## src/rtl/ipdc_pkg.sv

```systemverilog
// Shared definitions for the ipdc initiator: op-mode encodings, host FSM states,
// pixel width and the display-mode classifier.
package ipdc_pkg;

   localparam int PIX_W = 24;

   localparam logic [2:0] OP_LOAD    = 3'd0;
   localparam logic [2:0] OP_RSHIFT  = 3'd1;
   localparam logic [2:0] OP_DSHIFT  = 3'd2;
   localparam logic [2:0] OP_DEFAULT = 3'd3;
   localparam logic [2:0] OP_ZOOM    = 3'd4;
   localparam logic [2:0] OP_MEDIAN  = 3'd5;
   localparam logic [2:0] OP_YCBCR   = 3'd6;
   localparam logic [2:0] OP_RGB     = 3'd7;

   typedef enum logic [2:0] {
      ST_IDLE      = 3'd0,
      ST_ISSUE     = 3'd1,
      ST_LOAD      = 3'd2,
      ST_WAIT_DONE = 3'd3,
      ST_COLLECT   = 3'd4
   } host_state_e;

   // Display-producing ops answer with a pixel window rather than a done pulse.
   function automatic logic is_display(input logic [2:0] mode);
      logic r;
      case (mode)
         OP_RSHIFT, OP_DSHIFT, OP_DEFAULT, OP_ZOOM: r = 1'b1;
         default:                                   r = 1'b0;
      endcase
      return r;
   endfunction

endpackage

```

## src/rtl/ipdc_host_watchdog.sv

```systemverilog
// Idle-cycle watchdog for ipdc_host; only instantiated when IPDC_HOST_TIMEOUT_EN is defined.
module ipdc_host_watchdog
   import ipdc_pkg::*;
#(
   parameter int TIMEOUT_CYC = 1024
) (
   input  logic i_clk,
   input  logic i_rst,
   input  logic i_active,
   input  logic i_kick,
   output logic o_expire
);

   localparam int CW = $clog2(TIMEOUT_CYC + 1);

   logic [CW-1:0] cnt_q, cnt_d;

   // Expiry fires on the last idle cycle so the host leaves on that same edge.
   assign o_expire = i_active && !i_kick && (cnt_q == CW'(TIMEOUT_CYC - 1));

   always_comb begin
      cnt_d = cnt_q;
      if (!i_active || i_kick || o_expire) begin
         cnt_d = '0;
      end else begin
         cnt_d = cnt_q + CW'(1);
      end
   end

   always_ff @(posedge i_clk) begin
      if (i_rst) begin
         cnt_q <= '0;
      end else begin
         cnt_q <= cnt_d;
      end
   end

endmodule

```

## src/rtl/ipdc_host.sv

```systemverilog
// Initiator-side driver for ipdc: issues ops, streams image loads, collects responses.
// Optional abort watchdog enabled by defining IPDC_HOST_TIMEOUT_EN.
module ipdc_host
   import ipdc_pkg::*;
#(
   parameter int PIX_COUNT = 64,
   parameter int WIN_COUNT = 16
`ifdef IPDC_HOST_TIMEOUT_EN
   ,
   parameter int TIMEOUT_CYC = 1024
`endif
) (
   input  logic             i_clk,
   input  logic             i_rst,
   input  logic             i_cmd_valid,
   input  logic [2:0]       i_cmd_mode,
   output logic             o_cmd_ready,
   input  logic             i_pix_valid,
   input  logic [PIX_W-1:0] i_pix_data,
   output logic             o_pix_ready,
   output logic             o_op_valid,
   output logic [2:0]       o_op_mode,
   output logic             o_in_valid,
   output logic [PIX_W-1:0] o_in_data,
   input  logic             i_in_ready,
   input  logic             i_out_valid,
   input  logic [PIX_W-1:0] i_out_data,
   output logic             o_res_valid,
   output logic [PIX_W-1:0] o_res_data,
   output logic             o_res_last,
   output logic             o_done,
   output logic             o_timeout
);

   host_state_e      state_q, state_d;
   logic [2:0]       mode_q, mode_d;
   logic [6:0]       pix_cnt_q, pix_cnt_d;
   logic [4:0]       beat_cnt_q, beat_cnt_d;
   logic             res_valid_q, res_valid_d;
   logic [PIX_W-1:0] res_data_q, res_data_d;
   logic             res_last_q, res_last_d;
   logic             done_q, done_d;
   logic             timeout_q, timeout_d;
   logic             xfer_s;
   logic             expire_s;

   assign xfer_s = (state_q == ST_LOAD) && i_pix_valid && i_in_ready;

`ifdef IPDC_HOST_TIMEOUT_EN
   ipdc_host_watchdog #(
      .TIMEOUT_CYC (TIMEOUT_CYC)
   ) u_watchdog (
      .i_clk    (i_clk),
      .i_rst    (i_rst),
      .i_active ((state_q == ST_LOAD) || (state_q == ST_WAIT_DONE) || (state_q == ST_COLLECT)),
      .i_kick   (xfer_s || i_out_valid),
      .o_expire (expire_s)
   );
`else
   assign expire_s = 1'b0;
`endif

   always_comb begin
      state_d     = state_q;
      mode_d      = mode_q;
      pix_cnt_d   = pix_cnt_q;
      beat_cnt_d  = beat_cnt_q;
      res_valid_d = 1'b0;
      res_data_d  = res_data_q;
      res_last_d  = 1'b0;
      done_d      = 1'b0;
      timeout_d   = 1'b0;
      case (state_q)
         ST_IDLE: begin
            if (i_cmd_valid) begin
               mode_d  = i_cmd_mode;
               state_d = ST_ISSUE;
            end else begin
               state_d = ST_IDLE;
            end
         end
         ST_ISSUE: begin
            case (mode_q)
               OP_LOAD:                    state_d = ST_LOAD;
               OP_MEDIAN, OP_YCBCR, OP_RGB: state_d = ST_WAIT_DONE;
               default:                    state_d = is_display(mode_q) ? ST_COLLECT : ST_WAIT_DONE;
            endcase
         end
         ST_LOAD: begin
            if (xfer_s && (pix_cnt_q == 7'(PIX_COUNT - 1))) begin
               pix_cnt_d = 7'd0;
               state_d   = ST_WAIT_DONE;
            end else if (xfer_s) begin
               pix_cnt_d = pix_cnt_q + 7'd1;
            end else begin
               pix_cnt_d = pix_cnt_q;
            end
         end
         ST_WAIT_DONE: begin
            if (i_out_valid) begin
               done_d  = 1'b1;
               state_d = ST_IDLE;
            end else begin
               state_d = ST_WAIT_DONE;
            end
         end
         ST_COLLECT: begin
            if (i_out_valid) begin
               res_valid_d = 1'b1;
               res_data_d  = i_out_data;
               if (beat_cnt_q == 5'(WIN_COUNT - 1)) begin
                  res_last_d = 1'b1;
                  done_d     = 1'b1;
                  beat_cnt_d = 5'd0;
                  state_d    = ST_IDLE;
               end else begin
                  beat_cnt_d = beat_cnt_q + 5'd1;
               end
            end else begin
               state_d = ST_COLLECT;
            end
         end
         default: state_d = ST_IDLE;
      endcase
      // An abort discards any partial load or window without a done pulse.
      if (expire_s) begin
         timeout_d   = 1'b1;
         pix_cnt_d   = 7'd0;
         beat_cnt_d  = 5'd0;
         res_valid_d = 1'b0;
         res_last_d  = 1'b0;
         done_d      = 1'b0;
         state_d     = ST_IDLE;
      end else begin
         timeout_d = 1'b0;
      end
   end

   always_ff @(posedge i_clk) begin
      if (i_rst) begin
         state_q     <= ST_IDLE;
         mode_q      <= 3'd0;
         pix_cnt_q   <= 7'd0;
         beat_cnt_q  <= 5'd0;
         res_valid_q <= 1'b0;
         res_data_q  <= '0;
         res_last_q  <= 1'b0;
         done_q      <= 1'b0;
         timeout_q   <= 1'b0;
      end else begin
         state_q     <= state_d;
         mode_q      <= mode_d;
         pix_cnt_q   <= pix_cnt_d;
         beat_cnt_q  <= beat_cnt_d;
         res_valid_q <= res_valid_d;
         res_data_q  <= res_data_d;
         res_last_q  <= res_last_d;
         done_q      <= done_d;
         timeout_q   <= timeout_d;
      end
   end

   assign o_cmd_ready = (state_q == ST_IDLE);
   assign o_op_valid  = (state_q == ST_ISSUE);
   assign o_op_mode   = (state_q == ST_ISSUE) ? mode_q : 3'd0;
   assign o_in_valid  = (state_q == ST_LOAD) && i_pix_valid;
   assign o_in_data   = (state_q == ST_LOAD) ? i_pix_data : '0;
   assign o_pix_ready = (state_q == ST_LOAD) && i_in_ready;
   assign o_res_valid = res_valid_q;
   assign o_res_data  = res_data_q;
   assign o_res_last  = res_last_q;
   assign o_done      = done_q;
   assign o_timeout   = timeout_q;

endmodule

```

## config.mk

```make
export PLATFORM = sky130hd
export DESIGN_NAME = ipdc_host
export DESIGN_NICKNAME = d
export VERILOG_FILES = /design/src/rtl/ipdc_pkg.sv /design/src/rtl/ipdc_host_watchdog.sv /design/src/rtl/ipdc_host.sv
export SDC_FILE = /design/constraint.sdc
export NUM_CORES = 1
export LEC_CHECK = 0
export CAP_MARGIN = 10
export CELL_PAD_IN_SITES_DETAIL_PLACEMENT = 0
export CELL_PAD_IN_SITES_GLOBAL_PLACEMENT = 1
export CORE_MARGIN = 1.5
export CORE_UTILIZATION = 23
export CTS_CLUSTER_SIZE = 10
export DETAILED_ROUTE_END_ITERATION = 16
export GPL_TIMING_DRIVEN = 0
export HOLD_SLACK_MARGIN = 0.03
export PLACE_DENSITY = 0.84
export REMOVE_ABC_BUFFERS = 1
export SETUP_SLACK_MARGIN = 0.05
export SYNTH_ARGS = -nofsm -noshare
export SYNTH_HDL_FRONTEND = slang
export SYNTH_SLANG_ARGS = --single-unit
```

## constraint.sdc

```tcl
create_clock -name i_clk -period 1.4 [get_ports i_clk]
set_input_delay 0.21 -clock i_clk [delete_from_list [all_inputs] [get_ports i_clk]]
set_output_delay 0.21 -clock i_clk [all_outputs]
set_load 0.01 [all_outputs]
```

# [Yosys cells after proc, flatten, opt, wreduce, memory -nomap -nowiden]
# Cells that the tools add are included.
[totals] inputBits=57 reg_bits=45 output_inout_bits=59
[op_classes] eq_ne=15 n_mux=20 bitwise=1 reduce_logical=15 addsub=2
[ops] operator="24-bit two-way mux" count=1
[ops] operator="3-bit equality test (second input constant)" count=5
[ops] operator="3-bit two-way mux" count=5
[ops] operator="3-bit case mux with 5 select lines" count=1
[ops] operator="7-bit two-way mux" count=2
[ops] operator="3-bit by 2-bit equality test with 1-bit output (second input constant)" count=4
[ops] operator="2-bit AND reduction" count=4
[ops] operator="4-bit OR reduction" count=2
[ops] operator="7-bit by 1-bit adder with 7-bit output (second input constant)" count=1
[ops] operator="7-bit by 6-bit equality test with 1-bit output (second input constant)" count=1
[ops] operator="1-bit two-way mux" count=7
[ops] operator="3-bit by 1-bit equality test with 1-bit output (second input constant)" count=2
[ops] operator="3-bit logical NOT" count=2
[ops] operator="3-bit case mux with 2 select lines" count=1
[ops] operator="5-bit by 1-bit adder with 5-bit output (second input constant)" count=1
[ops] operator="5-bit by 4-bit equality test with 1-bit output (second input constant)" count=1
[ops] operator="5-bit two-way mux" count=1
[ops] operator="1-bit logical AND" count=4
[ops] operator="3-bit inequality test (second input constant)" count=1
[ops] operator="3-bit OR reduction" count=1
[ops] operator="2-bit two-way mux" count=1
[ops] operator="2-bit by 1-bit inequality test with 1-bit output (second input constant)" count=1
[ops] operator="1-bit case mux with 2 select lines" count=1
[ops] operator="2-bit nonzero test" count=1
[ops] operator="other kinds (2)" count=2

# [Depth between registers and ports, before layout]
# Gate-level depths: netlist of run 1.
[depth] word_depth=8 ltp_mapped=6 mapped_depth_nobuf=5

# [Least setup slack after synthesis of run 1]
# OpenSTA, ideal clock, no wires.
[synth_path] path_kind="flip-flop to flip-flop" startpoint="register beat_cnt_q[0]" endpoint="register done_q, in the netlist o_done" setup_slack_ns=-0.041 synth_period_minus_slack_ns=1.441 n_path_buf=0 stages_incl_launch_ff=6 t_arrival_ns=1.369 path_cell_list="dfxtp_1 > ha_1 > nand4b_1 > or4_1 > o21a_1 > nor3b_2"
[synth_between] elab_chain_cells=4
[synth_rtl] item="start: declaration" line_no="ipdc_host.sv:38" source="logic [4:0] beat_cnt_q, beat_cnt_d;"
[synth_rtl] item="start signal: assignment" line_no="ipdc_host.sv:154" source="beat_cnt_q <= beat_cnt_d;"
[synth_rtl] item="5-bit by 4-bit equality test with 1-bit output" line_no="ipdc_host.sv:111" source="if (beat_cnt_q == 5'(WIN_COUNT - 1)) begin"
[synth_rtl] item="1-bit two-way mux" line_no="ipdc_host.sv:111"
[synth_rtl] item="1-bit two-way mux" line_no="ipdc_host.sv:108" source="if (i_out_valid) begin"
[synth_rtl] item="1-bit case mux with 2 select lines" line_no="ipdc_host.sv:73" source="case (state_q)"
[synth_rtl] item="end signal: assignment" line_no="ipdc_host.sv:158" source="done_q <= done_d;"
[synth_rtl] item="end: declaration" line_no="ipdc_host.sv:42" source="logic done_q, done_d;"
# Every way passes these cells.
# A chain may end at the register's enable or synchronous reset.

# [Worst setup path after layout of run 1]
[layout_path] startpoint="register state_q[2]" endpoint="output port o_in_data[1]"
[layout_between] elab_chain_cells=2
[layout_rtl] item="start: declaration" line_no="ipdc_host.sv:35" source="host_state_e state_q, state_d;"
[layout_rtl] item="start signal: assignment" line_no="ipdc_host.sv:151" source="state_q <= state_d;"
[layout_rtl] item="3-bit by 2-bit equality test with 1-bit output" line_no="ipdc_host.sv:167" source="assign o_in_data = (state_q == ST_LOAD) ? i_pix_data : '0;"
[layout_rtl] item="24-bit two-way mux" line_no="ipdc_host.sv:167"
[layout_rtl] item="end: declaration" line_no="ipdc_host.sv:24" source="output logic [PIX_W-1:0] o_in_data,"
# Every way passes these cells.

==> metrics.json, run 1 <==
{
  "yosys_register_bits": 45,
  "hold_viol_final": 0,
  "ios": 116,
  "crit_arrival_ps": 1380,
  "syn_area_um2": 2021,
  "antennaDiodeCount": 0,
  "portion_of_total_power_attributed_to_combinational_logic_pct": 33.2,
  "max-slew-margin-rel_pct": 23.53,
  "post-place-ws_ps": -1106,
  "multi_input_comb_area_um2": 1451,
  "total_routing_resource_utilization_after_global_routing_pct": 12.91,
  "seq_power_share_pct": 38.7,
  "die_h_um": 96.73,
  "max-vdd-ir-drop_mv": 0.5538,
  "floorplan.initialDensity_pct": 23.40,
  "ys_top_cells_by_area": "sky130_fd_sc_hd__dfxtp_1, sky130_fd_sc_hd__nand2_1, sky130_fd_sc_hd__and2_1, sky130_fd_sc_hd__a21oi_1, sky130_fd_sc_hd__nor2_1",
  "layout.cells.most_common": "sky130_fd_sc_hd__clkdlybuf4s50_1",
  "syn2layout_area_growth_pct": 102.8,
  "n_fill_cell": 840,
  "synth_largest_area_cell": "sky130_fd_sc_hd__dfxtp_1",
  "core_area_um2": 8636,
  "cts_sinks": 45,
  "hold_depth": 2,
  "drt_pass1_iterations": 4,
  "maximum_number_of_pins_on_one_net_before_global_route_repair": 45,
  "p_sw_w": 0.001015,
  "final_cell_mix": "sky130_fd_sc_hd__clkdlybuf4s50_1, sky130_fd_sc_hd__dfxtp_1, sky130_fd_sc_hd__nand2_1, sky130_fd_sc_hd__dlygate4sd2_1, sky130_fd_sc_hd__a21oi_2",
  "port_buffers": 114,
  "setup_repair_after_global_routing_missed_its_margin": "yes",
  "critPathCaptureType": "primary output",
  "category_of_the_critical_setup_timing_path": "reg2out",
  "cts_made_buffers": 5,
  "synth.yosys.seq_area_share_pct": 44.58,
  "postSynth.topFlopCell": "sky130_fd_sc_hd__dfxtp_1",
  "die_width_um": 96.73,
  "utilization_pct": 47.45,
  "async_reset_ff_share_pct": 0,
  "reg2reg_depth": 7,
  "instances_no_fill": 496,
  "cell_internal_pwr_w": 0.002636,
  "fmax_mhz": 628.7,
  "avgSynthCellArea_um2": 8.148,
  "design.die.area_um2": 9357,
  "detail_route.vias_per_cell": 4.498,
  "dr.first_iter.drc_count": 45,
  "synthDominantCellAreaShare_pct": 44.58,
  "synth_enable_flop_cells": 0,
  "post_route_cells_drive_above_1_share_pct": 41.75,
  "cts_root_buffer": "sky130_fd_sc_hd__clkbuf_8",
  "num_rows": 34,
  "totalWireLength_um": 7019,
  "timing.final.setup_violations": 59,
  "power_density_nw_per_um2": 891.0,
  "smallest_setup_slack_after_layout_ps": -190.6,
  "violations": "setup timing",
  "grt_pass1_wl_um": 10110,
  "worst_setup_path_start_kind": "flop",
  "regArea_um2": 922.1,
  "clkSlewWorstSetupHoldPaths_ps": 80,
  "timing.critical_path.required_ps": 1190,
  "status": "finished with violations",
  "antenna_found_initial": 0,
  "layout_worst_path_cycle_share_pct": 113.6,
  "cts_hold_fix_bufs": 0,
  "final_hpwl_from_detailed_placement_um": 3952,
  "power.switching_fraction_pct": 27.79,
  "grt-ovfl-total": 0,
  "cts.htree.levels": 2,
  "pins_over_their_slew_limit": 0,
  "post-layout-total-power_w": 0.003651,
  "clock_tree.buffer_depth": 2,
  "fin_tns_setup_ps": -5842,
  "drc_errors": 0,
  "gp_congestion": 0.7389,
  "synth-warning-count": 0,
  "worstHoldPathType": "in2reg",
  "wire_per_inst_um": 14.15,
  "max_cap_violations": 0,
  "final_period_minus_worst_setup_slack_ps": 1591,
  "synthCells": 248,
  "critical_path.max_fanout": 5,
  "ant_nets": 0,
  "worstMarginPinSlew_ps": 1147,
  "first_global_vias": 2100,
  "num_vias": 2231,
  "final_nets": 446,
  "cts_tree": "built",
  "finalClockSkew_ps": 4.190,
  "clk-insertion-delay-late_ps": 290,
  "leakage_nw": 1.677,
  "pwr-share-clk_pct": 28.1,
  "yosysUniqueCellTypes": 40,
  "placed_cells_incl_taps": 453
}
==> through the flow <==
step / instance area (um2) / hold slack, ps
4_1_cts: 3473 / 435.5
6_report: 4098 / 425.8
5_1_grt: 4098 / 430.8
3_3_place_gp: 3199 / 442.3
2_1_floorplan: 1923 / 278.9
3_5_place_dp: 3209 / 445.9
==> cell families after synthesis <==
group	Yosys count	synth area share, %
multiplexers	3	1.486
buffers and inverters	23	5.758
flip-flops	45	44.58
XOR/XNOR	6	2.601
other	1	0.1856
AO/OA/AOI/OAI	40	11.70
AND/OR/NAND/NOR	128	32.45
adder cells (fa/ha/maj)	2	1.238
==> sequential cells by signal, summed over array words and instances (netlist names) <==
register,count
o_res_last,1
state_q,3
o_res_data,24
mode_q,3
o_res_valid,1
o_done,1
pix_cnt_q,7
beat_cnt_q,5
==> cell usage after synthesis, types with 2 or more instances <==
| cell | instances |
|---|---|
| sky130_fd_sc_hd__inv_1 | 3 |
| sky130_fd_sc_hd__and2_1 | 28 |
| sky130_fd_sc_hd__xor2_1 | 5 |
| sky130_fd_sc_hd__a21oi_1 | 29 |
| sky130_fd_sc_hd__buf_2 | 3 |
| sky130_fd_sc_hd__inv_2 | 2 |
| sky130_fd_sc_hd__dfxtp_1 | 45 |
| sky130_fd_sc_hd__buf_4 | 5 |
| sky130_fd_sc_hd__nor3b_2 | 2 |
| sky130_fd_sc_hd__a2bb2oi_1 | 2 |
| sky130_fd_sc_hd__nand4_1 | 2 |
| sky130_fd_sc_hd__nand4bb_1 | 2 |
| sky130_fd_sc_hd__a31oi_1 | 2 |
| sky130_fd_sc_hd__nand2_1 | 57 |
| sky130_fd_sc_hd__ha_1 | 2 |
| sky130_fd_sc_hd__nor2_1 | 16 |
| sky130_fd_sc_hd__nand3_1 | 4 |
| sky130_fd_sc_hd__nor3_1 | 7 |
| sky130_fd_sc_hd__clkbuf_1 | 9 |
| sky130_fd_sc_hd__mux2i_1 | 3 |
==> final cells by class <==
type	instances	area share (%)
well taps	108	3.298
repair buffers	147	35.42
inverters	5	0.5191
flip-flops and latches	45	22.50
clock buffers	7	2.107
multi-input cells	183	35.42
clock inverters	1	0.7328
==> worst paths after layout <==
| check | from | endpoint | slack (ps) |
|---|---|---|---|
| hold / removal | i_out_valid | o_done | 430 |
| hold reg to reg | pix_cnt_q[0] | pix_cnt_q[0] | 460 |
| setup reg to reg | state_q[2] | o_res_data[8] | -90 |
| setup / recovery | state_q[2] | o_in_data[1] | -190 |
==> critical path: stages, from the launching register on <==
cell	delay, ps
sky130_fd_sc_hd__dfxtp_4	390
sky130_fd_sc_hd__nor3b_4	240
sky130_fd_sc_hd__buf_6	150
sky130_fd_sc_hd__buf_12	100
sky130_fd_sc_hd__and2_4	130
sky130_fd_sc_hd__buf_6	90
==> power by group through the flow <==
stage | logic, W | clock network (W) | registers, W
after global routing | 0.00130 | 0.00112 | 0.00142
after floorplan | 0.000337 | 0 | 0.00143
after detailed placement | 0.000811 | 0 | 0.00143
after CTS | 0.000972 | 0.00107 | 0.00140
after global placement | 0.000801 | 0 | 0.00143
final | 0.00121 | 0.00103 | 0.00141
==> timing repair <==
item | CTS | global route
buffers inserted | 16 | 13
cloned | 1 | 5
pin swaps | 32 | 66
resized for setup | 181 | 119
endpoints found under the setup margin | 99 | 68
==> per-layer routing <==
| layer | track usage (%) | part of all wire (%) | vias up |
|---|---|---|---|
| met3 | 3.251 | 4.8 | 12 |
| met2 | 21.89 | 50 | 61 |
| li1 | - | - | 1103 |
| met5 | 0 | 0 | - |
| met4 | 4.236 | 1.8 | 0 |
| met1 | 15.96 | 43 | 1055 |
Note: power is estimated with default switching activity, not from simulation.
==> run 2, diff against run 1 <==
Settings changed: CORE_MARGIN 1.5 to 5, CTS_CLUSTER_DIAMETER set to 80, SLEW_MARGIN set to 20.
==> run 2 against run 1 <==
The run still ends with setup timing left. First-iteration DRC count increased by 36%. Largest cell class is now buffers. Sequential power is essentially flat. Critical path type unchanged. Critical endpoint is now o_in_data[7]. Sequential share of layout area fell by 0.66 points. Die area increased by 15%. Critical path depth grew 1.
==> metrics.json, run 2 (same netlist as run 1, synthesis figures left out) <==
{
  "status": "finished with violations",
  "violations": "setup timing",
  "grt_pass1_wl": {"value": 11710, "unit": "um", "change": "+16%"},
  "drt_pass1_iterations": {"value": 5, "change": "+1"},
  "layout.cells.most_common": "sky130_fd_sc_hd__clkdlybuf4s50_1",
  "largest_register_ff_count": {"value": 24, "change": "unchanged"},
  "leakage": {"value": 1.761, "unit": "nW", "change": "+5.0%"},
  "pins_over_their_slew_limit": {"value": 0, "change": "unchanged"},
  "die_width": {"value": 103.7, "unit": "um", "change": "+7.2%"},
  "cp_slowest_cell": "sky130_fd_sc_hd__dfxtp_4",
  "max-slew-margin-rel": {"value": 59.32, "unit": "%", "change": "+36 points"},
  "fin_area": {"value": 4204, "unit": "um2", "change": "+2.6%"},
  "maximum_number_of_pins_on_one_net_before_global_route_repair": {"value": 24, "change": "-47%"},
  "cts.htree.levels": {"value": 2, "change": "unchanged"},
  "setup_repair_after_global_routing_missed_its_margin": "yes",
  "num_vias": {"value": 2263, "change": "+1.4%"},
  "critPathCaptureType": "primary output",
  "fin_tns_setup": {"value": -12990, "unit": "ps", "change": "-7146 ps"},
  "placement.cell_area": {"value": 3227, "unit": "um2", "change": "+0.55%"},
  "critical_path.max_fanout": {"value": 5, "change": "unchanged"},
  "timing.final.setup_violations": {"value": 64, "change": "+8.5%"},
  "ios": {"value": 116, "change": "unchanged"},
  "timing.critical_path.slowest_cell_delay": {"value": 370, "unit": "ps", "change": "-20 ps"},
  "cell_internal_pwr": {"value": 0.002583, "unit": "W", "change": "-2.0%"},
  "final_cell_mix": "sky130_fd_sc_hd__clkdlybuf4s50_1, sky130_fd_sc_hd__buf_6, sky130_fd_sc_hd__dfxtp_1, sky130_fd_sc_hd__nand2_1, sky130_fd_sc_hd__dlygate4sd2_1",
  "dr.first_iter.drc_count": {"value": 61, "change": "+36%"},
  "portion_of_total_power_attributed_to_combinational_logic": {"value": 41.2, "unit": "%", "change": "+8.0 points"},
  "total_routing_resource_utilization_after_global_routing": {"value": 13.08, "unit": "%", "change": "+0.17 points"},
  "p_sw": {"value": 0.001081, "unit": "W", "change": "+6.6%"},
  "layout_worst_path_cycle_share": {"value": 121.8, "unit": "%", "change": "+8.2 points"},
  "hold_viol_final": {"value": 0, "change": "unchanged"},
  "detail_route.vias_per_cell": {"value": 4.499, "change": "about the same"},
  "cts_root_buffer": "sky130_fd_sc_hd__clkbuf_8",
  "gp_congestion": {"value": 0.7065, "change": "-4.4%"},
  "cp.buffers_inverters": {"value": 4, "change": "+1"},
  "grt-ovfl-total": {"value": 0, "change": "unchanged"},
  "ant_nets": {"value": 0, "change": "unchanged"},
  "worstPathCellList": "buf_12 > nor3b_4 > buf_4 > buf_6 > and2_4 > buf_6",
  "cts_made_buffers": {"value": 5, "change": "unchanged"},
  "fmax": {"value": 586.4, "unit": "MHz", "change": "-6.7%"},
  "design.die.area": {"value": 10760, "unit": "um2", "change": "+15%"},
  "clkSlewWorstSetupHoldPaths": {"value": 90, "unit": "ps", "change": "about the same"},
  "max-vdd-ir-drop": {"value": 0.3277, "unit": "mV", "change": "-41%"},
  "post_route_cells_drive_above_1_share": {"value": 45.32, "unit": "%", "change": "+3.6 points"},
  "core_area": {"value": 8636, "unit": "um2", "change": "unchanged"},
  "path_common_cell": "sky130_fd_sc_hd__buf_6",
  "crit_arrival": {"value": 1500, "unit": "ps", "change": "+120 ps"},
  "first_global_vias": {"value": 2221, "change": "+5.8%"},
  "smallest_setup_slack_after_layout": {"value": -305.3, "unit": "ps", "change": "-114.7 ps"},
  "port_buffers": {"value": 114, "change": "unchanged"},
  "pwr-share-clk": {"value": 20.9, "unit": "%", "change": "-7.2 points"},
  "floorplan.initialDensity": {"value": 23.40, "unit": "%", "change": "unchanged"},
  "final_period_minus_worst_setup_slack": {"value": 1705, "unit": "ps", "change": "+114.7 ps"},
  "finalClockSkew": {"value": 13.15, "unit": "ps", "change": "+8.965 ps"},
  "wire_per_inst": {"value": 15.15, "unit": "um", "change": "+7.1%"},
  "crit_family": "buffers and inverters",
  "clock_tree.buffer_depth": {"value": 2, "change": "unchanged"},
  "cts_tree": "built",
  "category_of_the_critical_setup_timing_path": "reg2out",
  "clk-insertion-delay-late": {"value": 290, "unit": "ps", "change": "about the same"},
  "worstHoldPathType": "in2reg",
  "final_nets": {"value": 455, "change": "+2.0%"},
  "die_h": {"value": 103.7, "unit": "um", "change": "+7.2%"},
  "totalWireLength": {"value": 7620, "unit": "um", "change": "+8.6%"},
  "worstMarginPinSlew": {"value": 610.3, "unit": "ps", "change": "-536.7 ps"},
  "worst_setup_path_start_kind": "flop",
  "cts_sinks": {"value": 45, "change": "unchanged"},
  "drc_errors": {"value": 0, "change": "unchanged"},
  "num_rows": {"value": 34, "change": "unchanged"},
  "seq_power_share": {"value": 37.9, "unit": "%", "change": "-0.8 points"},
  "timing.critical_path.required": {"value": 1190, "unit": "ps", "change": "about the same"},
  "max_cap_violations": {"value": 0, "change": "unchanged"},
  "final_hpwl_from_detailed_placement": {"value": 4214, "unit": "um", "change": "+6.6%"},
  "power_density": {"value": 871.7, "unit": "nW/um2", "change": "-2.2%"},
  "syn2layout_area_growth_pct": 108.0,
  "antenna_found_initial": {"value": 0, "change": "unchanged"},
  "antennaDiodeCount": {"value": 0, "change": "unchanged"},
  "power.switching_fraction": {"value": 29.51, "unit": "%", "change": "+1.7 points"},
  "post-layout-total-power": {"value": 0.003665, "unit": "W", "change": "+0.38%"}
}
[run 2: cell types whose count changed in the layout (fill, tap and decap cells not counted), sizes merged]
cell           delta
buf              +10
clkbuf            -4
dlygate4sd2       +3
bufinv            -1
clkdlybuf4s15     -1
clkdlybuf4s50     -1
clkinv            +1
dlymetal6s2s      -1
nand4bb           +1
[run 2: what timing repair did]
| item | 4_1_cts | 5_1_grt |
|---|---|---|
| hold buffers | 0 | 0 |
| gates resized for setup | 247 | 80 |
| gates cloned | 5 | 0 |
| endpoints found under the setup margin | 100 | 72 |
| pin swaps | 62 | 33 |
| buffers inserted | 32 | 12 |
[run 2: layer usage]
| metal | up-vias | GRT usage [%] | wire length [um] |
|---|---|---|---|
| met5 | - | 0 | 0 |
| met4 | 0 | 3.978 | 61 |
| met3 | 4 | 2.985 | 275 |
| met2 | 50 | 22.77 | 4159 |
| met1 | 1087 | 15.94 | 3122 |
| li1 | 1122 | - | - |
[run 2: path summary, 6_finish.rpt]
check / from / to / slack (ps) / cells past startpoint
max reg2reg: state_q[2] / beat_cnt_q[3] / -240 / 8
min: i_rst / o_res_valid / 420 / 2
max: state_q[2] / o_in_data[7] / -310 / 6
min reg2reg: o_res_data[23] / o_res_data[23] / 450 / 2
[run 2: through the flow]
| stage | hold WS (ps) | setup WS (ps) | util, % | std cells |
|---|---|---|---|---|
| 4_1_cts | 368.0 | -290.9 | 44.86 | 495 |
| 6_report | 419.2 | -305.3 | 48.68 | 503 |
| 2_1_floorplan | 278.9 | -391.2 | - | 230 |
| 3_5_place_dp | 445.3 | -1090 | 37.37 | 453 |
| 3_3_place_gp | 442.0 | -1314 | 37.05 | 452 |
| 5_1_grt | 432.4 | -365.1 | 48.68 | 503 |
[run 2: power groups by stage]
stage	sequential (W)	clock (W)	combinational, W
floorplan	0.00143	0	0.000337
global placement	0.00143	0	0.000805
detailed placement	0.00143	0	0.000823
CTS	0.00139	0.000799	0.00131
global route	0.00140	0.000857	0.00160
finish	0.00139	0.000765	0.00151
[run 2: cell type report]
type                    instances  area, um2
fillers                       783       4432
repair buffers                155       1607
multi-input cells             184       1449
flip-flops and latches         45      918.4
well taps                     108      135.1
clock buffers                   5      68.82
inverters                       5      21.27
clock inverters                 1      5.005
==> run 3, diff against run 2 <==
Settings changed: CORE_UTILIZATION 23 to 28, PLACE_DENSITY 0.84 to 0.94, SYNTH_HIERARCHICAL set to 1.
Clock period 1.4 ns to 2.15 ns, I/O delays scaled along.
==> run 3 against run 2 <==
The run now ends clean. Largest power group is now sequential cells. Via count decreased by 9.3%. Synthesized cell count unchanged. Design area decreased by 15%. Largest cell class unchanged. Clock power decreased by 2%. Area after synthesis unchanged. Critical path type unchanged. Setup slack improved by 400 ps. Sequential share of layout area increased by 3.7 points. Critical path depth decreased by 2.
==> metrics.json, run 3 <==
{
  "status": "finished, final reports clean",
  "crit_family": "buffers and inverters",
  "hold_viol_final": {"value": 0, "change": "unchanged"},
  "fmax_mhz": 485.9,
  "worst_r2r_endpoint": "beat_cnt_q[2]",
  "ios": {"value": 116, "change": "unchanged"},
  "async_reset_ff_share": {"value": 0, "unit": "%", "change": "unchanged"},
  "port_buffers": {"value": 114, "change": "unchanged"},
  "detail_route.vias_per_cell": {"value": 4.385, "change": "-2.5%"},
  "clkSlewWorstSetupHoldPaths": {"value": 90, "unit": "ps", "change": "about the same"},
  "worstMarginPinSlew": {"value": 639.1, "unit": "ps", "change": "+28.79 ps"},
  "worstPathCellList": "buf_4 > nor3b_4 > buf_4 > clkdlybuf4s50_1",
  "smallest_setup_slack_after_layout": {"value": 92.11, "unit": "ps", "change": "+397.4 ps"},
  "clock_tree.buffer_depth": {"value": 2, "change": "unchanged"},
  "pins_over_their_slew_limit": {"value": 0, "change": "unchanged"},
  "maximum_number_of_pins_on_one_net_before_global_route_repair": {"value": 36, "change": "+50%"},
  "layout.cells.most_common": "sky130_fd_sc_hd__clkdlybuf4s50_1",
  "max-slew-margin-rel": {"value": 57.40, "unit": "%", "change": "-1.9 points"},
  "critPathCaptureType": "primary output",
  "min_from": "i_rst",
  "critical_path.max_fanout": {"value": 7, "change": "+2"},
  "finalClockSkew": {"value": 13.47, "unit": "ps", "change": "+0.3121 ps"},
  "timing.final.setup_violations": {"value": 0, "change": "-100%"},
  "max_cap_violations": {"value": 0, "change": "unchanged"},
  "synthDominantCellAreaShare": {"value": 44.58, "unit": "%", "change": "unchanged"},
  "worst_hold_path.endpoint": "mode_q[0]",
  "syn_area": {"value": 2021, "unit": "um2", "change": "unchanged"},
  "cts_hold_fix_bufs": {"value": 0, "change": "unchanged"},
  "post_route_cells_drive_above_1_share": {"value": 10.30, "unit": "%", "change": "-35 points"},
  "synthCells": {"value": 248, "change": "unchanged"},
  "cts_root_buffer": "sky130_fd_sc_hd__clkbuf_8",
  "category_of_the_critical_setup_timing_path": "reg2out",
  "path_common_cell": "sky130_fd_sc_hd__buf_4",
  "synth_enable_flop_cells": {"value": 0, "change": "unchanged"},
  "crit_arrival": {"value": 1740, "unit": "ps", "change": "+240 ps"},
  "post-place-ws": {"value": -453.2, "unit": "ps", "change": "+637.1 ps"},
  "cts.htree.levels": {"value": 2, "change": "unchanged"},
  "crit-reg2reg-launch": "state_q[0]",
  "yosys_register_bits": {"value": 45, "change": "unchanged"},
  "avgSynthCellArea": {"value": 8.148, "unit": "um2", "change": "unchanged"},
  "antenna_found_initial": {"value": 0, "change": "unchanged"},
  "drt_pass1_iterations": {"value": 5, "change": "unchanged"},
  "synth_common_cells": "sky130_fd_sc_hd__nand2_1, sky130_fd_sc_hd__dfxtp_1, sky130_fd_sc_hd__a21oi_1, sky130_fd_sc_hd__and2_1, sky130_fd_sc_hd__nor2_1",
  "final_cell_mix": "sky130_fd_sc_hd__clkdlybuf4s50_1, sky130_fd_sc_hd__nand2_1, sky130_fd_sc_hd__dfxtp_1, sky130_fd_sc_hd__a21oi_1, sky130_fd_sc_hd__and2_1",
  "max-vdd-ir-drop": {"value": 0.3545, "unit": "mV", "change": "+8.2%"},
  "cp_slowest_cell": "sky130_fd_sc_hd__clkdlybuf4s50_1",
  "total_routing_resource_utilization_after_global_routing": {"value": 13.56, "unit": "%", "change": "+0.49 points"},
  "final_hpwl_from_detailed_placement": {"value": 4195, "unit": "um", "change": "-0.47%"},
  "cts_tree": "built",
  "hold_depth": {"value": 2, "change": "unchanged"},
  "wire_per_inst": {"value": 13.16, "unit": "um", "change": "-13%"},
  "num_rows": {"value": 31, "change": "-8.8%"},
  "utilization": {"value": 50.00, "unit": "%", "change": "+1.3 points"},
  "power_density": {"value": 646.5, "unit": "nW/um2", "change": "-26%"},
  "reg2reg_setup_slack": {"value": 400, "unit": "ps", "change": "+640 ps"},
  "setup_repair_after_global_routing_missed_its_margin": "yes",
  "cp.buffers_inverters": {"value": 3, "change": "-1"},
  "yosysUniqueCellTypes": {"value": 40, "change": "unchanged"},
  "timing.critical_path.slowest_cell_delay": {"value": 520, "unit": "ps", "change": "+150 ps"},
  "synth-warning-count": {"value": 6, "change": "+6"},
  "cts_sinks": {"value": 45, "change": "unchanged"},
  "worstHoldPathType": "in2reg",
  "synth_largest_area_cell": "sky130_fd_sc_hd__dfxtp_1",
  "timing.critical_path.required": {"value": 1830, "unit": "ps", "change": "+640 ps"},
  "grt_pass1_wl": {"value": 9777, "unit": "um", "change": "-17%"},
  "syn2layout_area_growth_pct": 76.59,
  "num_vias": {"value": 2052, "change": "-9.3%"},
  "gp_congestion": {"value": 0.7677, "change": "+8.7%"},
  "first_global_vias": {"value": 2059, "change": "-7.3%"},
  "final_nets": {"value": 427, "change": "-6.2%"},
  "design.die.area": {"value": 9016, "unit": "um2", "change": "-16%"},
  "synth.yosys.seq_area_share": {"value": 44.58, "unit": "%", "change": "unchanged"},
  "drc_errors": {"value": 0, "change": "unchanged"},
  "reg2reg_depth": {"value": 5, "change": "-3"},
  "antennaDiodeCount": {"value": 0, "change": "unchanged"},
  "synthMostInstantiatedCell": "sky130_fd_sc_hd__nand2_1",
  "die_width": {"value": 94.95, "unit": "um", "change": "-8.5%"},
  "cts_made_buffers": {"value": 5, "change": "unchanged"},
  "ant_nets": {"value": 0, "change": "unchanged"},
  "leakage": {"value": 1.705, "unit": "nW", "change": "-3.2%"},
  "final_period_minus_worst_setup_slack_ps": 2058,
  "totalWireLength": {"value": 6159, "unit": "um", "change": "-19%"},
  "postSynth.topFlopCell": "sky130_fd_sc_hd__dfxtp_1",
  "worst_setup_path_start_kind": "flop",
  "die_h": {"value": 94.95, "unit": "um", "change": "-8.5%"},
  "layout_worst_path_cycle_share_pct": 95.72,
  "core_area": {"value": 7137, "unit": "um2", "change": "-17%"},
  "largest_register_ff_count": {"value": 24, "change": "unchanged"},
  "floorplan.initialDensity": {"value": 28.31, "unit": "%", "change": "+4.9 points"},
  "dr.first_iter.drc_count": {"value": 64, "change": "+4.9%"},
  "grt-ovfl-total": {"value": 0, "change": "unchanged"},
  "ys_top_cells_by_area": "sky130_fd_sc_hd__dfxtp_1, sky130_fd_sc_hd__nand2_1, sky130_fd_sc_hd__and2_1, sky130_fd_sc_hd__a21oi_1, sky130_fd_sc_hd__nor2_1",
  "clk-insertion-delay-late": {"value": 300, "unit": "ps", "change": "about the same"}
}
-- run 3: cell counts after synthesis --
No cell type changed its count.
-- run 3: where the power goes --
group,switching (W),internal (W)
logic,0.000256,0.000387
clock network,0.000289,0.000462
registers,0.0000428,0.000871
total,0.000588,0.00172
-- run 3: how the worst max path moves through the flow --
stage	start	to	slack [ps]	cells past startpoint
after detailed placement	state_q[1]	o_in_data[9]	-450	3
after floorplan	state_q[2]	beat_cnt_q[3]	360	4
after global placement	i_out_valid	beat_cnt_q[0]	-660	5
after global routing	state_q[1]	o_op_valid	-5	4
final	state_q[1]	o_op_valid	90	4
after CTS	state_q[2]	o_pix_ready	70	4
-- run 3: kinds of logic (layout without fill, tap and decap cells) --
| family | Yosys count | after routing | share of synthesized area (%) |
|---|---|---|---|
| AND/OR/NAND/NOR | 128 | 129 | 32.45 |
| flip-flops | 45 | 45 | 44.58 |
| XOR/XNOR | 6 | 6 | 2.601 |
| other | 1 | 1 | 0.1856 |
| AO/OA/AOI/OAI | 40 | 40 | 11.70 |
| buffers and inverters | 23 | 143 | 5.758 |
| multiplexers | 3 | 3 | 1.486 |
| adder cells (fa/ha/maj) | 2 | 2 | 1.238 |
-- run 3: layout make-up --
class | count | area (um2)
clock buffer | 5 | 68.82
clock inverter | 3 | 65.06
fill | 682 | 3568
inverter | 5 | 18.77
multi-input combinational | 181 | 1050
sequential | 45 | 912.1
tap | 99 | 123.9
timing repair buffer | 130 | 1330
-- run 3: repair_timing --
| item | CTS | global route |
|---|---|---|
| setup buffers | 9 | 6 |
| gates resized for setup | 9 | 27 |
| endpoints found under the setup margin | 30 | 32 |
| cloned | 1 | 0 |
| hold endpoints to repair | 0 | 0 |
| pin swaps | 0 | 2 |
-- run 3: layer usage --
metal  part of all wire, %  track usage [%]  wire [um]  up-vias
met1                    39            15.11       2428      936
met2                    54            24.49       3339       54
li1                      -                -          -     1054
met3                   5.2            4.622        322        8
met5                     0                0          0        -
met4                   1.1            3.606         68        0
-- run 3: per-stage QoR --
step | instances | cell area, um2 | hold slack [ps] | TNS [ps] | power (W)
2_1_floorplan | 230 | 1923 | 391.4 | 0 | 0.001148
3_3_place_gp | 443 | 3188 | 441.3 | -26050 | 0.001454
3_5_place_dp | 444 | 3208 | 446.5 | -16150 | 0.001470
4_1_cts | 462 | 3446 | 335.0 | 0 | 0.002299
5_1_grt | 468 | 3568 | 332.5 | -4.970 | 0.002432
6_report | 468 | 3568 | 336.5 | 0 | 0.002307
